==> src/rtl/hid_key_event_fifo.sv <==
// Purpose: diff keyboard report snapshots into ordered make/break events and queue them for the SPI reader.
// Latency: a report sampled at edge N can push its first event at edge N+1; every scan takes exactly 17 cycles.
// Backpressure: none upstream. One report waits in a pending slot; pushes into a full queue are dropped and set ovf.
module hid_key_event_fifo #(
    parameter int DEPTH = 16
) (
    input  logic                     clk12,
    input  logic                     rst_n,
    input  logic                     conn,
    input  logic                     kbd_report,
    input  logic [7:0]               kbd_mod,
    input  logic [7:0]               kbd_key1,
    input  logic [7:0]               kbd_key2,
    input  logic [7:0]               kbd_key3,
    input  logic [7:0]               kbd_key4,
    input  logic                     pop,
    input  logic                     flush,
    output logic                     evt_valid,
    output logic [8:0]               evt_data,
    output logic [$clog2(DEPTH):0]   evt_count,
    output logic                     ovf,
    output logic                     busy
);
    localparam int AW = $clog2(DEPTH);
    localparam int CW = AW + 1;

    typedef enum logic [2:0] {S_IDLE, S_MOD, S_BRK, S_MAK, S_COMMIT} state_t;

    state_t          r_state, w_state_nxt;
    logic [2:0]      r_step, w_step_nxt;
    logic [7:0]      r_cur_mod, r_prev_mod, r_pend_mod;
    logic [3:0][7:0] r_cur_key, r_prev_key, r_pend_key;
    logic            r_pend_vld;
    logic [3:0][7:0] w_in_key;
    logic            w_rollover;
    logic [1:0]      w_step2;
    logic [7:0]      w_key;
    logic            w_hit;
    logic            w_push;
    logic [8:0]      w_push_dat;
    logic            w_pend_ovf;

    logic [8:0]      r_mem [DEPTH];
    logic [AW-1:0]   r_wr_ptr, r_rd_ptr;
    logic [CW-1:0]   r_count;
    logic            w_full, w_do_pop, w_do_push, w_drop;

    assign w_in_key   = {kbd_key4, kbd_key3, kbd_key2, kbd_key1};
    assign w_step2    = r_step[1:0];
    assign w_rollover = (r_cur_key[0] == 8'h01) || (r_cur_key[1] == 8'h01) ||
                        (r_cur_key[2] == 8'h01) || (r_cur_key[3] == 8'h01);
    // A report landing while a scan runs (other than its last cycle) replaces a still-waiting one.
    assign w_pend_ovf = conn && kbd_report && r_pend_vld &&
                        (r_state != S_IDLE) && (r_state != S_COMMIT);

    // Scan sequencer state and step counter.
    always_ff @(posedge clk12 or negedge rst_n) begin
        if (!rst_n) begin
            r_state <= S_IDLE;
            r_step  <= 3'd0;
        end else begin
            r_state <= w_state_nxt;
            r_step  <= w_step_nxt;
        end
    end

    // Next state: 8 modifier steps, 4 break steps, 4 make steps, one commit; disconnect aborts.
    always_comb begin
        w_state_nxt = r_state;
        w_step_nxt  = r_step;
        case (r_state)
            S_IDLE: begin
                if (kbd_report) begin
                    w_state_nxt = S_MOD;
                    w_step_nxt  = 3'd0;
                end
            end
            S_MOD: begin
                w_step_nxt = r_step + 3'd1;
                if (r_step == 3'd7) begin
                    w_state_nxt = S_BRK;
                    w_step_nxt  = 3'd0;
                end
            end
            S_BRK: begin
                w_step_nxt = r_step + 3'd1;
                if (r_step == 3'd3) begin
                    w_state_nxt = S_MAK;
                    w_step_nxt  = 3'd0;
                end
            end
            S_MAK: begin
                w_step_nxt = r_step + 3'd1;
                if (r_step == 3'd3) begin
                    w_state_nxt = S_COMMIT;
                    w_step_nxt  = 3'd0;
                end
            end
            S_COMMIT: begin
                w_step_nxt  = 3'd0;
                w_state_nxt = (r_pend_vld || kbd_report) ? S_MOD : S_IDLE;
            end
            default: begin
                w_state_nxt = S_IDLE;
                w_step_nxt  = 3'd0;
            end
        endcase
        if (!conn) begin
            w_state_nxt = S_IDLE;
            w_step_nxt  = 3'd0;
        end
    end

    // Event generation for the current step; at most one candidate event per cycle.
    always_comb begin
        w_push     = 1'b0;
        w_push_dat = 9'd0;
        w_key      = 8'd0;
        w_hit      = 1'b0;
        case (r_state)
            S_MOD: begin
                w_push     = r_prev_mod[r_step] != r_cur_mod[r_step];
                w_push_dat = {r_cur_mod[r_step], 8'hE0 + {5'd0, r_step}};
            end
            S_BRK: begin
                w_key = r_prev_key[w_step2];
                for (int j = 0; j < 4; j++) begin
                    if (r_cur_key[j] == w_key) w_hit = 1'b1;
                end
                w_push     = !w_rollover && (w_key != 8'd0) && !w_hit;
                w_push_dat = {1'b0, w_key};
            end
            S_MAK: begin
                w_key = r_cur_key[w_step2];
                for (int j = 0; j < 4; j++) begin
                    if (r_prev_key[j] == w_key) w_hit = 1'b1;
                    if ((j < int'(w_step2)) && (r_cur_key[j] == w_key)) w_hit = 1'b1;
                end
                w_push     = !w_rollover && (w_key != 8'd0) && !w_hit;
                w_push_dat = {1'b1, w_key};
            end
            default: begin
                w_push = 1'b0;
            end
        endcase
        if (!conn) w_push = 1'b0;
    end

    // Snapshot registers: current, previous and the one-deep pending slot.
    always_ff @(posedge clk12 or negedge rst_n) begin
        if (!rst_n) begin
            r_cur_mod  <= 8'd0;
            r_cur_key  <= '0;
            r_prev_mod <= 8'd0;
            r_prev_key <= '0;
            r_pend_mod <= 8'd0;
            r_pend_key <= '0;
            r_pend_vld <= 1'b0;
        end else if (!conn) begin
            r_prev_mod <= 8'd0;
            r_prev_key <= '0;
            r_pend_vld <= 1'b0;
        end else begin
            case (r_state)
                S_IDLE: begin
                    if (kbd_report) begin
                        r_cur_mod <= kbd_mod;
                        r_cur_key <= w_in_key;
                    end
                end
                S_COMMIT: begin
                    r_prev_mod <= r_cur_mod;
                    if (!w_rollover) r_prev_key <= r_cur_key;
                    if (r_pend_vld) begin
                        r_cur_mod  <= r_pend_mod;
                        r_cur_key  <= r_pend_key;
                        r_pend_vld <= kbd_report;
                        if (kbd_report) begin
                            r_pend_mod <= kbd_mod;
                            r_pend_key <= w_in_key;
                        end
                    end else if (kbd_report) begin
                        r_cur_mod <= kbd_mod;
                        r_cur_key <= w_in_key;
                    end
                end
                default: begin
                    if (kbd_report) begin
                        r_pend_mod <= kbd_mod;
                        r_pend_key <= w_in_key;
                        r_pend_vld <= 1'b1;
                    end
                end
            endcase
        end
    end

    assign w_full    = r_count == CW'(DEPTH);
    assign w_do_pop  = pop && (r_count != '0);
    assign w_do_push = w_push && (!w_full || w_do_pop);
    assign w_drop    = w_push && w_full && !w_do_pop;

    // Queue pointers and occupancy; flush wins over any push or pop in the same cycle.
    always_ff @(posedge clk12 or negedge rst_n) begin
        if (!rst_n) begin
            r_wr_ptr <= '0;
            r_rd_ptr <= '0;
            r_count  <= '0;
        end else if (flush) begin
            r_wr_ptr <= '0;
            r_rd_ptr <= '0;
            r_count  <= '0;
        end else begin
            if (w_do_push) r_wr_ptr <= r_wr_ptr + AW'(1);
            if (w_do_pop)  r_rd_ptr <= r_rd_ptr + AW'(1);
            case ({w_do_push, w_do_pop})
                2'b10:   r_count <= r_count + CW'(1);
                2'b01:   r_count <= r_count - CW'(1);
                default: r_count <= r_count;
            endcase
        end
    end

    // Event storage; stale contents are masked by the occupancy count.
    always_ff @(posedge clk12) begin
        if (w_do_push && !flush) r_mem[r_wr_ptr] <= w_push_dat;
    end

    // Sticky overflow: dropped event or overwritten pending report.
    always_ff @(posedge clk12 or negedge rst_n) begin
        if (!rst_n)                      ovf <= 1'b0;
        else if (flush)                  ovf <= 1'b0;
        else if (w_drop || w_pend_ovf)   ovf <= 1'b1;
    end

    assign evt_valid = r_count != '0;
    assign evt_data  = evt_valid ? r_mem[r_rd_ptr] : 9'd0;
    assign evt_count = r_count;
    assign busy      = r_state != S_IDLE;
endmodule

==> config.mk <==
export PLATFORM = sky130hd
export DESIGN_NAME = hid_key_event_fifo
export DESIGN_NICKNAME = d
export VERILOG_FILES = /design/src/rtl/hid_key_event_fifo.sv
export SDC_FILE = /design/constraint.sdc
export NUM_CORES = 1
export LEC_CHECK = 0
export CORE_AREA = 2 2 191 174
export DETAILED_ROUTE_END_ITERATION = 8
export DIE_AREA = 0 0 193 176
export SYNTH_ARGS = -nofsm -noshare
export SYNTH_HDL_FRONTEND = slang
export SYNTH_SLANG_ARGS = --single-unit
==> constraint.sdc <==
create_clock -name clk12 -period 7.8 [get_ports clk12]
set_input_delay 1.17 -clock clk12 [delete_from_list [all_inputs] [get_ports clk12]]
set_output_delay 1.17 -clock clk12 [all_outputs]
set_load 0.03 [all_outputs]
# Word-level counts from Yosys, hierarchy flattened
# Memory sizes are Yosys's and may differ from the RTL's.
# Cells that the tools add are included.
[word_totals]
n_memories = 1
latch_bits = 0
mem_bits_ro = 0
register_bits = 141
ramBits = 144
[memory_table]
columns = ["name", "depth", "word_bits", "rd", "rd_ports_with_merged_regs", "wr", "line_no", "text"]
rows = [
  ["r_mem", 16, 9, 1, 0, 1, "43", "logic [8:0] r_mem [DEPTH];"],
]
[op_classes]
n_eq_ne = 35
n_addsub = 6
n_mux = 68
magnitude_cmp = 5
reduce_logical = 44
shift = 0
bitwise = 1
div_mod_pow = 0
multipliers = 0
[ops]
columns = ["cell", "count"]
rows = [
  ["$mux 32", 7],
  ["$pmux 32 s2", 2],
  ["$eq 8x8->1", 11],
  ["$mux 8", 8],
  ["$bmux 8 s2", 2],
  ["$eq 8x1->1 const B", 4],
  ["$pmux 8 s2", 2],
  ["$mux 3", 9],
  ["$pmux 9 s3", 1],
  ["$mux 1", 24],
  ["$logic_and 1x1->1", 16],
  ["$mux 4", 4],
  ["$reduce_bool 8->1", 2],
  ["$ne 3x3->1 const B", 5],
  ["$pmux 3 s5", 1],
  ["$pmux 5 s2", 1],
  ["$eq 3x2->1 const B", 3],
  ["$mux 9", 1],
  ["$pmux 3 s3", 1],
  ["$add 4x1->4 const B", 2],
  ["$reduce_bool 2->1", 4],
  ["$add 6x4->7 const A", 1],
  ["$bmux 1 s3", 2],
  ["$eq 3x3->1 const B", 2],
  ["other kinds (28)", 44],
]

# Depth between registers and ports, before layout
# Gate-level depths: netlist of the first run.
[logic_depth]
word_depth = 20
ltp_mapped = 20

# Least setup slack after synthesis of the first run
# No wires, ideal clock.
[synth_timing]
path_type = "input port to flip-flop"
from = "in conn"
to = "mem r_mem[11][0] (enable)"
stages = 6
n_path_buf = 0
setup_slack_ns = 3.683
arrival_time_ns = 3.715
setup_time_ns = 0.403
cell_sequence = "or4b_2 > a211oi_1 > a41oi_2 > a21oi_2 > nand2_2 > nor4b_1"
[synth_via]
elab_chain_cells = 5
[synth_lines]
columns = ["element", "line_no", "text"]
rows = [
  ["from (decl)", "9", "input logic conn,"],
  ["$mux 1", "146", "if (!conn) w_push = 1'b0;"],
  ["$logic_and 1x1->1", "200", "assign w_do_push = w_push && (!w_full || w_do_pop);"],
  ["$logic_and 1x1->1", "226", "if (w_do_push && !flush) r_mem[r_wr_ptr] <= w_push_dat;"],
  ["$mux 1", "226", ""],
  ["$mux 1 (not written as such)", "226", ""],
  ["to (decl)", "43", ""],
]
# Every way passes these cells.

# Final worst setup path of the first run
[layout_timing]
from = "reg r_rd_ptr[0]"
to = "out evt_data[6]"
[layout_via]
elab_chain_cells = 2
[layout_lines]
columns = ["element", "line_no", "text"]
rows = [
  ["from (decl)", "44", "logic [AW-1:0] r_wr_ptr, r_rd_ptr;"],
  ["from (signal assigned)", "215", "if (w_do_pop) r_rd_ptr <= r_rd_ptr + AW'(1);"],
  ["$mem_v2 16x9", "--", ""],
  ["$mux 9", "237", "assign evt_data = evt_valid ? r_mem[r_rd_ptr] : 9'd0;"],
  ["to (decl)", "19", "output logic [8:0] evt_data,"],
]
# Every way passes these cells.

==> impl_metrics.tcl, run 1 <==
set metrics [dict create \
    run_status "complete, no violations" \
    p_per_area_nw_per_um2 272 \
    synthTopCellsByCount "edfxtp_1 (144), dfrtp_1 (141), nor2_1 (79)" \
    grt_max_degree 79 \
    dpl.cell_count 1472 \
    grt-busiest-layer "met1" \
    crit_chain "buf_4 -> mux4_2 -> mux4_2 -> nor2b_1 -> clkdlybuf4s50_1" \
    insertion_delay_ps 570 \
    crit_path_max_incr_delay_ps 640 \
    synthCells 1074 \
    switchingPower_w 0.00132 \
    place_hpwl_um 23000 \
    whs_path_depth 1 \
    fin_ws_ps 3110 \
    fp.dieW_um 193 \
    grt_pass1_vias 8914 \
    met2_usage_pct 31.4 \
    synth_warnings 0 \
    vias 8773 \
    comb_power_share_pct 24.2 \
    async_flop_share_pct 49.5 \
    r2r_cells 10 \
    synth.avg_cell_area_um2 13.2 \
    synth.top_cell.area_share_pct 30.5 \
    ant_nets 0 \
    core_area_um2 31800 \
    utilization_pct 50.6 \
    htree_levels 1 \
    clkPwrFrac_pct 33.3 \
    clk_pin_slew_ps 60 \
    antenna_found_initial 0 \
    grt.total_usage_pct 21.0 \
    synth_flop_cell "edfxtp_1" \
    peakVddDrop_mv 0.178 \
    rsz0062_at_grt "false" \
    use_met1_pct 32.4 \
    root_buffer "clkbuf_16" \
    relSlewSlack_pct 17.4 \
    fp-row-count 62 \
    crit_arrival_ps 3520 \
    grt_overflow 0 \
    fin_nets 1149 \
    synth_fp_nets 1134 \
    path_common_cell "mux4_2" \
    wl_per_cell_um 22.6 \
    cts_made_buffers 31 \
    synth_edf_count 144 \
    drive_above_1_share_pct 17.0 \
    clockBufferDepth 3 \
    intPower_w 0.00306 \
    seqPwrFrac_pct 42.6 \
    startpoint_type "flip-flop" \
    clock_sinks 285 \
    synth_area_leaders "edfxtp_1 (31%), dfrtp_1 (25%), mux4_2 (8.3%), mux2i_1 (3.5%), xor2_1 (3.5%)" \
    drv_cap 0 \
    critical_path_class "flip-flop to output pin" \
    setup_viol 0 \
    fin_cells 1530 \
    area_growth_pct 13.5 \
    routed_via_density 5.73 \
    cp-end-kind "output pin" \
    start_util_pct 44.6 \
    slowest_stage "mux4_2" \
    switching_share_pct 30.2 \
    ys_seq_elements 285 \
    postCtsHoldBufs 0 \
    seq_area_frac_synth_pct 55.4 \
    skew_ps 16.2 \
    wl_um 34500 \
    setup_tns_ps 0 \
    min_period_ps 4690 \
    slew_violations 0 \
    die_area_um2 34000 \
    worst-path-buf-inv 2 \
    syn_area_um2 14200 \
    antennaDiodeCount 0 \
    dieHeight_um 176 \
    grt_pass1_wl_um 54300 \
    yosysMostFrequentCell "edfxtp_1" \
    fmax_ghz 0.213 \
    fin_crit_sh_pct 60.1 \
    drt_first_pass_iters 6 \
    post_cts_buffers 0 \
    hp-class "flip-flop to flip-flop" \
    synth_cell_type_count 61 \
    remaining_drc_errors 0 \
    finalHoldViolations 0 \
    power_leakage_nw 5.68 \
    dp_slack_ps 2930 \
    crit_required_ps 6630 \
    use_met3_pct 3.62 \
    yosysTopAreaCell "edfxtp_1" \
    cts_tree "yes" \
    cp_num_cells 5 \
    gp_congestion 0.990 \
    ioPinCount 63 \
    crit_family "buffers and inverters" \
    port_buffers 62 \
    worst_pin_slew_ps 1230 \
    path_max_fanout 36 \
    post_cts_resized 0 \
    drt_iter0_drc 751 \
]
## layout make-up
class	instances	area (µm²)
clock buffers	48	940
clock inverters	10	92.6
fillers	2815	15700
inverters	17	63.8
multi-input cells	673	5860
flip-flops and latches	285	7850
well taps	416	520
repair buffers	81	764
## cell families after synthesis
family          count (synthesis)  share of synthesized area, %
compound gates                143                          6.15
xor+xnor                      105                          6.49
fa+ha+maj                      14                          1.29
mux                           161                          17.9
buf+inv                       116                          3.72
simple gates                  250                          9.07
flops                         285                          55.4
## routing by layer
metal	share of wire, %	vias up
met3	6.2	40
li1	-	3985
met4	1.9	0
met2	45	263
met5	0	-
met1	47	4485
## flip-flops by register name, summed over array words and instances (netlist names)
name and count:
r_prev_key 32, ovf 1, r_pend_mod 8, evt_count 5, r_cur_mod 8, r_pend_vld 1
r_prev_mod 8, r_pend_key 32, r_rd_ptr 4, r_step 3, r_cur_key 32, r_mem 144
r_state 3, r_wr_ptr 4
## placed cells by master (no fill, tap or decap), types with 6 or more instances in the layout
master	instances
mux4_1	13
a21boi_0	8
mux2_2	41
dfrtp_1	140
a21oi_1	55
nand2_1	45
nand4_1	11
clkbuf_16	31
clkbuf_8	10
nor2_1	77
xnor2_1	48
ha_1	13
mux4_2	52
edfxtp_1	144
nor4_2	7
clkdlybuf4s50_1	61
o22ai_1	40
inv_1	16
nor4_1	23
a22oi_1	6
nor2b_1	50
buf_4	19
xor2_1	57
o21ai_0	15
clkbuf_1	7
mux2i_1	50
nor3_1	7
## final timing paths
kind | endpoint | from | slack [ps]
min | r_pend_key[28] | r_pend_key[28] | 510
max reg2reg | r_mem[11][5] | r_step[0] | 3120
max in group asynchronous | ovf | rst_n | 5870
min reg2reg | r_pend_key[28] | r_pend_key[28] | 510
max | evt_data[6] | r_rd_ptr[0] | 3110
min in group asynchronous | r_pend_key[1] | rst_n | 650
## worst reg2reg max path, stage by stage, from the launching register on
cell	delay [ps]
dfrtp_1	460
buf_4	440
mux4_1	830
xor2_1	220
nor4_1	80
nand2_1	60
o2111ai_1	120
or4_4	580
a21oi_2	400
nand2_2	220
nor4b_2	880
## through the flow
stage               hold WS (ps)  power, W  cell area [µm²]
global placement             490   0.00296            15100
floorplan                    481   0.00262            14200
finish                       505   0.00438            16100
detailed placement           497   0.00296            15100
CTS                          510   0.00442            16100
global route                 518   0.00458            16100
## power groups by stage
| stage | Clock (W) | Combinational [W] | Sequential [W] |
|---|---|---|---|
| 2_1_floorplan | 0 | 0.000830 | 0.00179 |
| 3_3_place_gp | 0 | 0.00106 | 0.00189 |
| 3_5_place_dp | 0 | 0.00107 | 0.00189 |
| 4_1_cts | 0.00149 | 0.00107 | 0.00186 |
| 5_1_grt | 0.00154 | 0.00116 | 0.00188 |
| 6_report | 0.00146 | 0.00106 | 0.00187 |
Power figures use the tool's default switching activity.
==> run 2: changes to the inputs <==
- clock period: 7.8 -> 4.25 ns (I/O delays scaled with it)
==> impl_metrics.tcl, run 2 (same netlist as run 1, synthesis figures left out) <==
set metrics [dict create \
    run_status "complete, no violations" \
    grt_pass1_wl_um 57400 \
    wl_per_cell_um 23.3 \
    slew_violations 0 \
    critPathLaunch "r_step[0]" \
    finalHoldViolations 0 \
    switchingPower_w 0.00245 \
    startpoint_type "flip-flop" \
    wl_um 36900 \
    fp-row-count 62 \
    grt_pass1_vias 9358 \
    htree_levels 1 \
    crit_arrival_ps 4440 \
    antenna_found_initial 0 \
    grt.total_usage_pct 22.5 \
    final_area_um2 16500 \
    top_register "r_mem" \
    setup_tns_ps 0 \
    port_buffers 62 \
    seqPwrFrac_pct 41.5 \
    worst_pin_slew_ps 1100 \
    slowest_stage "mux4_2" \
    path_max_fanout 17 \
    peakVddDrop_mv 0.329 \
    power_leakage_nw 5.93 \
    die_area_um2 34000 \
    place_hpwl_um 25300 \
    largest_register_ffs 144 \
    rsz0062_at_grt "false" \
    regToRegEndpoint "evt_count[4]" \
    grt_overflow 0 \
    antennaDiodeCount 0 \
    mostFrequentLayoutCell "edfxtp_1" \
    hp-class "primary input to asynchronous set/reset pin" \
    fin_crit_sh_pct 94.1 \
    clk_pin_slew_ps 70 \
    path_common_cell "nand2_1" \
    ioPinCount 63 \
    placed_area_um2 15500 \
    remaining_drc_errors 0 \
    routed_via_density 5.77 \
    ff2ff_setup_slack_ps 250 \
    comb_power_share_pct 26.5 \
    intPower_w 0.00570 \
    setup_viol 0 \
    clockBufferDepth 3 \
    start_util_pct 44.6 \
    cts_made_buffers 30 \
    drive_above_1_share_pct 21.5 \
    switching_share_pct 30.1 \
    crit_required_ps 4690 \
    dieHeight_um 176 \
    r2r_cells 17 \
    clkPwrFrac_pct 32.0 \
    min_period_ps 4000 \
    drv_cap 0 \
    fmax_ghz 0.250 \
    vias 9144 \
    crit_chain "buf_12 -> mux4_2 -> xor2_1 -> nor4_1 -> nand2_1 -> o2111ai_1 -> or4_4 -> nand2_2 -> nor2_4 -> inv_2 -> fa_1 -> nor2b_1 -> o21ai_0 -> nand2b_1 -> nand2_1 -> o22a_1 -> mux2_4" \
    total_power_w 0.00815 \
    crit_path_max_incr_delay_ps 650 \
    cts_tree "yes" \
    clock_sinks 285 \
    gp_congestion 0.933 \
    layout_common_cells "edfxtp_1 (144), dfrtp_1 (140), nor2_1 (77)" \
    drt_first_pass_iters 5 \
    drt_iter0_drc 769 \
    dp_slack_ps 132 \
    root_buffer "clkbuf_16" \
    fin_ws_ps 253 \
    fin_nets 1206 \
    hold-worst-slack_ps 198 \
    skew_ps 11.6 \
    insertion_delay_ps 560 \
    relSlewSlack_pct 26.3 \
    area_growth_pct 16.6 \
    cp-end-kind "flip-flop" \
    timing.rr.start "r_step[0]" \
    p_per_area_nw_per_um2 493 \
    grt_max_degree 107 \
    ant_nets 0 \
    critical_path_class "flip-flop to flip-flop" \
    core_area_um2 31800 \
    fp.dieW_um 193 \
]
==> run 2: cell types whose count changed in the layout (fill, tap and decap cells not counted), moves of 2 or more <==
cell,previous run,this run
buf_4,19,72
mux4_2,52,60
clkbuf_8,10,7
mux4_1,13,5
buf_12,0,5
clkbuf_4,0,2
==> run 2: metal layers <==
layer	track usage, %	part of all wire, %
met1	35.5	48
met2	33.3	45
met3	3.06	5.7
met4	4.36	1.9
met5	0	0
==> run 2: critical path: cells and delay by family (launching register included) <==
kind | cells | cell delay (ps)
AND/OR/NAND/NOR | 8 | 1210
flip-flops | 1 | 440
multiplexers | 2 | 940
AO/OA/AOI/OAI | 3 | 420
buffers and inverters | 2 | 270
adder cells (fa/ha/maj) | 1 | 380
XOR/XNOR | 1 | 180
==> run 2: repair_timing <==
action / 4_1_cts / 5_1_grt
setup endpoints to repair: 0 / 1
gates resized for setup: 0 / 8
buffers inserted: 0 / 2
hold buffers: 0 / 0
==> run 2: worst max-delay path by stage <==
stage / end / slack (ps)
floorplan: r_mem[11][0] / 140
global placement: evt_count[4] / 200
detailed placement: evt_count[4] / 130
CTS: evt_count[4] / 100
global route: evt_count[4] / 9
finish: evt_count[4] / 250
==> run 2: cell type report <==
type                            count  area (µm²)
Sequential cell                   285        7850
Tap cell                          416         520
Fill cell                        2788       15300
Clock inverter                      8        85.1
Clock buffer                       47         913
Timing Repair Buffer              139        1260
Multi-Input combinational cell    673        5830
Inverter                           17        63.8
==> run 2: power groups by stage <==
stage	clock network, W	registers, W	logic [W]
floorplan	0	0.00329	0.00152
global placement	0	0.00343	0.00217
detailed placement	0	0.00343	0.00217
CTS	0.00265	0.00338	0.00218
global route	0.00276	0.00341	0.00234
finish	0.00261	0.00338	0.00216
==> run 2: per-stage QoR <==
step	utilization, %	instances
after floorplan	-	1074
after detailed placement	48.9	1528
after global placement	48.9	1528
final	52.0	1585
after global routing	52.0	1585
after CTS	52.0	1583
==> run 3: changes to the inputs <==
- CELL_PAD_IN_SITES_DETAIL_PLACEMENT: unset -> 1
- CELL_PAD_IN_SITES_GLOBAL_PLACEMENT: unset -> 2
- CORE_AREA: 2 2 191 174 -> 2 2 204 186
- DIE_AREA: 0 0 193 176 -> 0 0 206 188
- PLACE_DENSITY_LB_ADDON: unset -> 0.1
==> impl_metrics.tcl, run 3 (same netlist as run 1, synthesis figures left out) <==
set metrics [dict create \
    run_status "complete, no violations" \
    area_growth_pct 18.0 \
    crit_required_ps 4700 \
    skew_ps 15.3 \
    ff2ff_setup_slack_ps 220 \
    place_hpwl_um 27500 \
    finalHoldViolations 0 \
    antennaDiodeCount 0 \
    dp_slack_ps 100 \
    routed_via_density 5.46 \
    insertion_delay_ps 570 \
    setup_tns_ps 0 \
    antenna_found_initial 0 \
    rsz0062_at_grt "false" \
    grt_overflow 0 \
    grt_max_degree 99 \
    critPathLaunch "r_step[1]" \
    grt_pass1_vias 9673 \
    nFillCells 3798 \
    slew_violations 0 \
    min_period_ps 4030 \
    fin_cells 1662 \
    fp.dieW_um 206 \
    regToRegEndpoint "evt_count[4]" \
    vias 9067 \
    total_power_w 0.00821 \
    r2r_cells 17 \
    peakVddDrop_mv 0.307 \
    fp-row-count 67 \
    placed_area_um2 15600 \
    drv_cap 0 \
    timing.rr.start "r_step[1]" \
    cts_tree "yes" \
    drt_iter0_drc 491 \
    root_buffer "clkbuf_16" \
    fin_nets 1216 \
    dpl.cell_count 1596 \
    postCtsHoldBufs 0 \
    cp-end-kind "flip-flop" \
    fmax_ghz 0.248 \
    clock_sinks 285 \
    remaining_drc_errors 0 \
    critical_path_class "flip-flop to flip-flop" \
    grt.total_usage_pct 20.5 \
    layout_common_cells "edfxtp_1 (144), dfrtp_1 (136), buf_4 (80)" \
    largest_register_ffs 144 \
    htree_levels 1 \
    dieHeight_um 188 \
    startpoint_type "flip-flop" \
    relSlewSlack_pct 25.5 \
    die_area_um2 38700 \
    grt_pass1_wl_um 60500 \
    p_per_area_nw_per_um2 491 \
    wl_um 38900 \
    core_area_um2 36700 \
    worst_pin_slew_ps 1110 \
    fin_ws_ps 219 \
    port_buffers 62 \
    top_register "r_mem" \
    start_util_pct 38.6 \
    mostFrequentLayoutCell "edfxtp_1" \
    ant_nets 0 \
    gp_congestion 0.924 \
    hp-class "primary input to asynchronous set/reset pin" \
    ioPinCount 63 \
    path_max_fanout 31 \
    wl_per_cell_um 23.4 \
    clockBufferDepth 3 \
    fin_crit_sh_pct 94.8 \
    cts_made_buffers 31 \
    drt_first_pass_iters 5 \
    final_area_um2 16700 \
    power_leakage_nw 5.97 \
    critPathCapture "evt_count[4]" \
    drive_above_1_share_pct 22.6 \
    setup_viol 0 \
    clk_pin_slew_ps 60 \
    crit_arrival_ps 4480 \
]
[run 3: where the power goes]
part	switching, W	internal (W)	leakage (nW)	total (W)
clock	0.00108	0.00154	0.480	0.00262
sequential	0.000239	0.00311	3.05	0.00335
combinational	0.00118	0.00105	2.44	0.00223
total	0.00250	0.00571	5.97	0.00821
[run 3: what timing repair did]
item	4_1_cts	5_1_grt
setup endpoints to repair	0	1
resized for setup	0	21
buffers inserted	0	8
[run 3: final cells by class]
type                            instances  area [µm²]  area share [%]
Tap cell                              483         604            3.61
Clock buffer                           43         831            4.97
Clock inverter                         13         145           0.868
Timing Repair Buffer                  148        1350            8.09
Multi-Input combinational cell        673        5870            35.1
Inverter                               17        63.8           0.382
Sequential cell                       285        7860            47.0
[run 3: critical path, stage by stage, from the launching register on]
cell and delay, ps:
dfrtp_1 440, buf_12 240, mux2i_1 250, xnor2_1 80
nor4_1 460, a22oi_1 150, a211oi_1 430, or4_4 260
nand2_2 90, nor2_4 150, inv_2 60, fa_1 410
nor2b_2 140, o21ai_0 80, nand2b_1 90, nand2_1 60
o22a_1 210, mux2_4 290
[run 3: worst min path at each step]
| stage | startpoint | endpoint | slack (ps) | cells past startpoint |
|---|---|---|---|---|
| after global placement | r_pend_mod[7] | r_pend_mod[7] | 490 | 1 |
| after global routing | rst_n | r_pend_key[14] | 250 | 1 |
| after detailed placement | r_pend_mod[7] | r_pend_mod[7] | 500 | 1 |
| after CTS | rst_n | r_pend_key[14] | 220 | 1 |
| after floorplan | rst_n | evt_count[0] | 340 | 0 |
| final | rst_n | r_pend_key[14] | 170 | 1 |
[run 3: per-stage QoR]
step / hold WS, ps / utilization (%)
CTS: 223 / 45.2
global route: 246 / 45.5
detailed placement: 497 / 42.6
global placement: 490 / 42.6
finish: 173 / 45.5
floorplan: 342 / -
[run 3: per-layer routing]
metal / up-vias / share of wire (%) / GRT usage (%)
met1: 4739 / 50 / 32.0
li1: 4113 / - / -
met2: 175 / 45 / 30.9
met3: 40 / 3.8 / 2.49
met5: - / 0 / 0
met4: 0 / 1.5 / 3.52
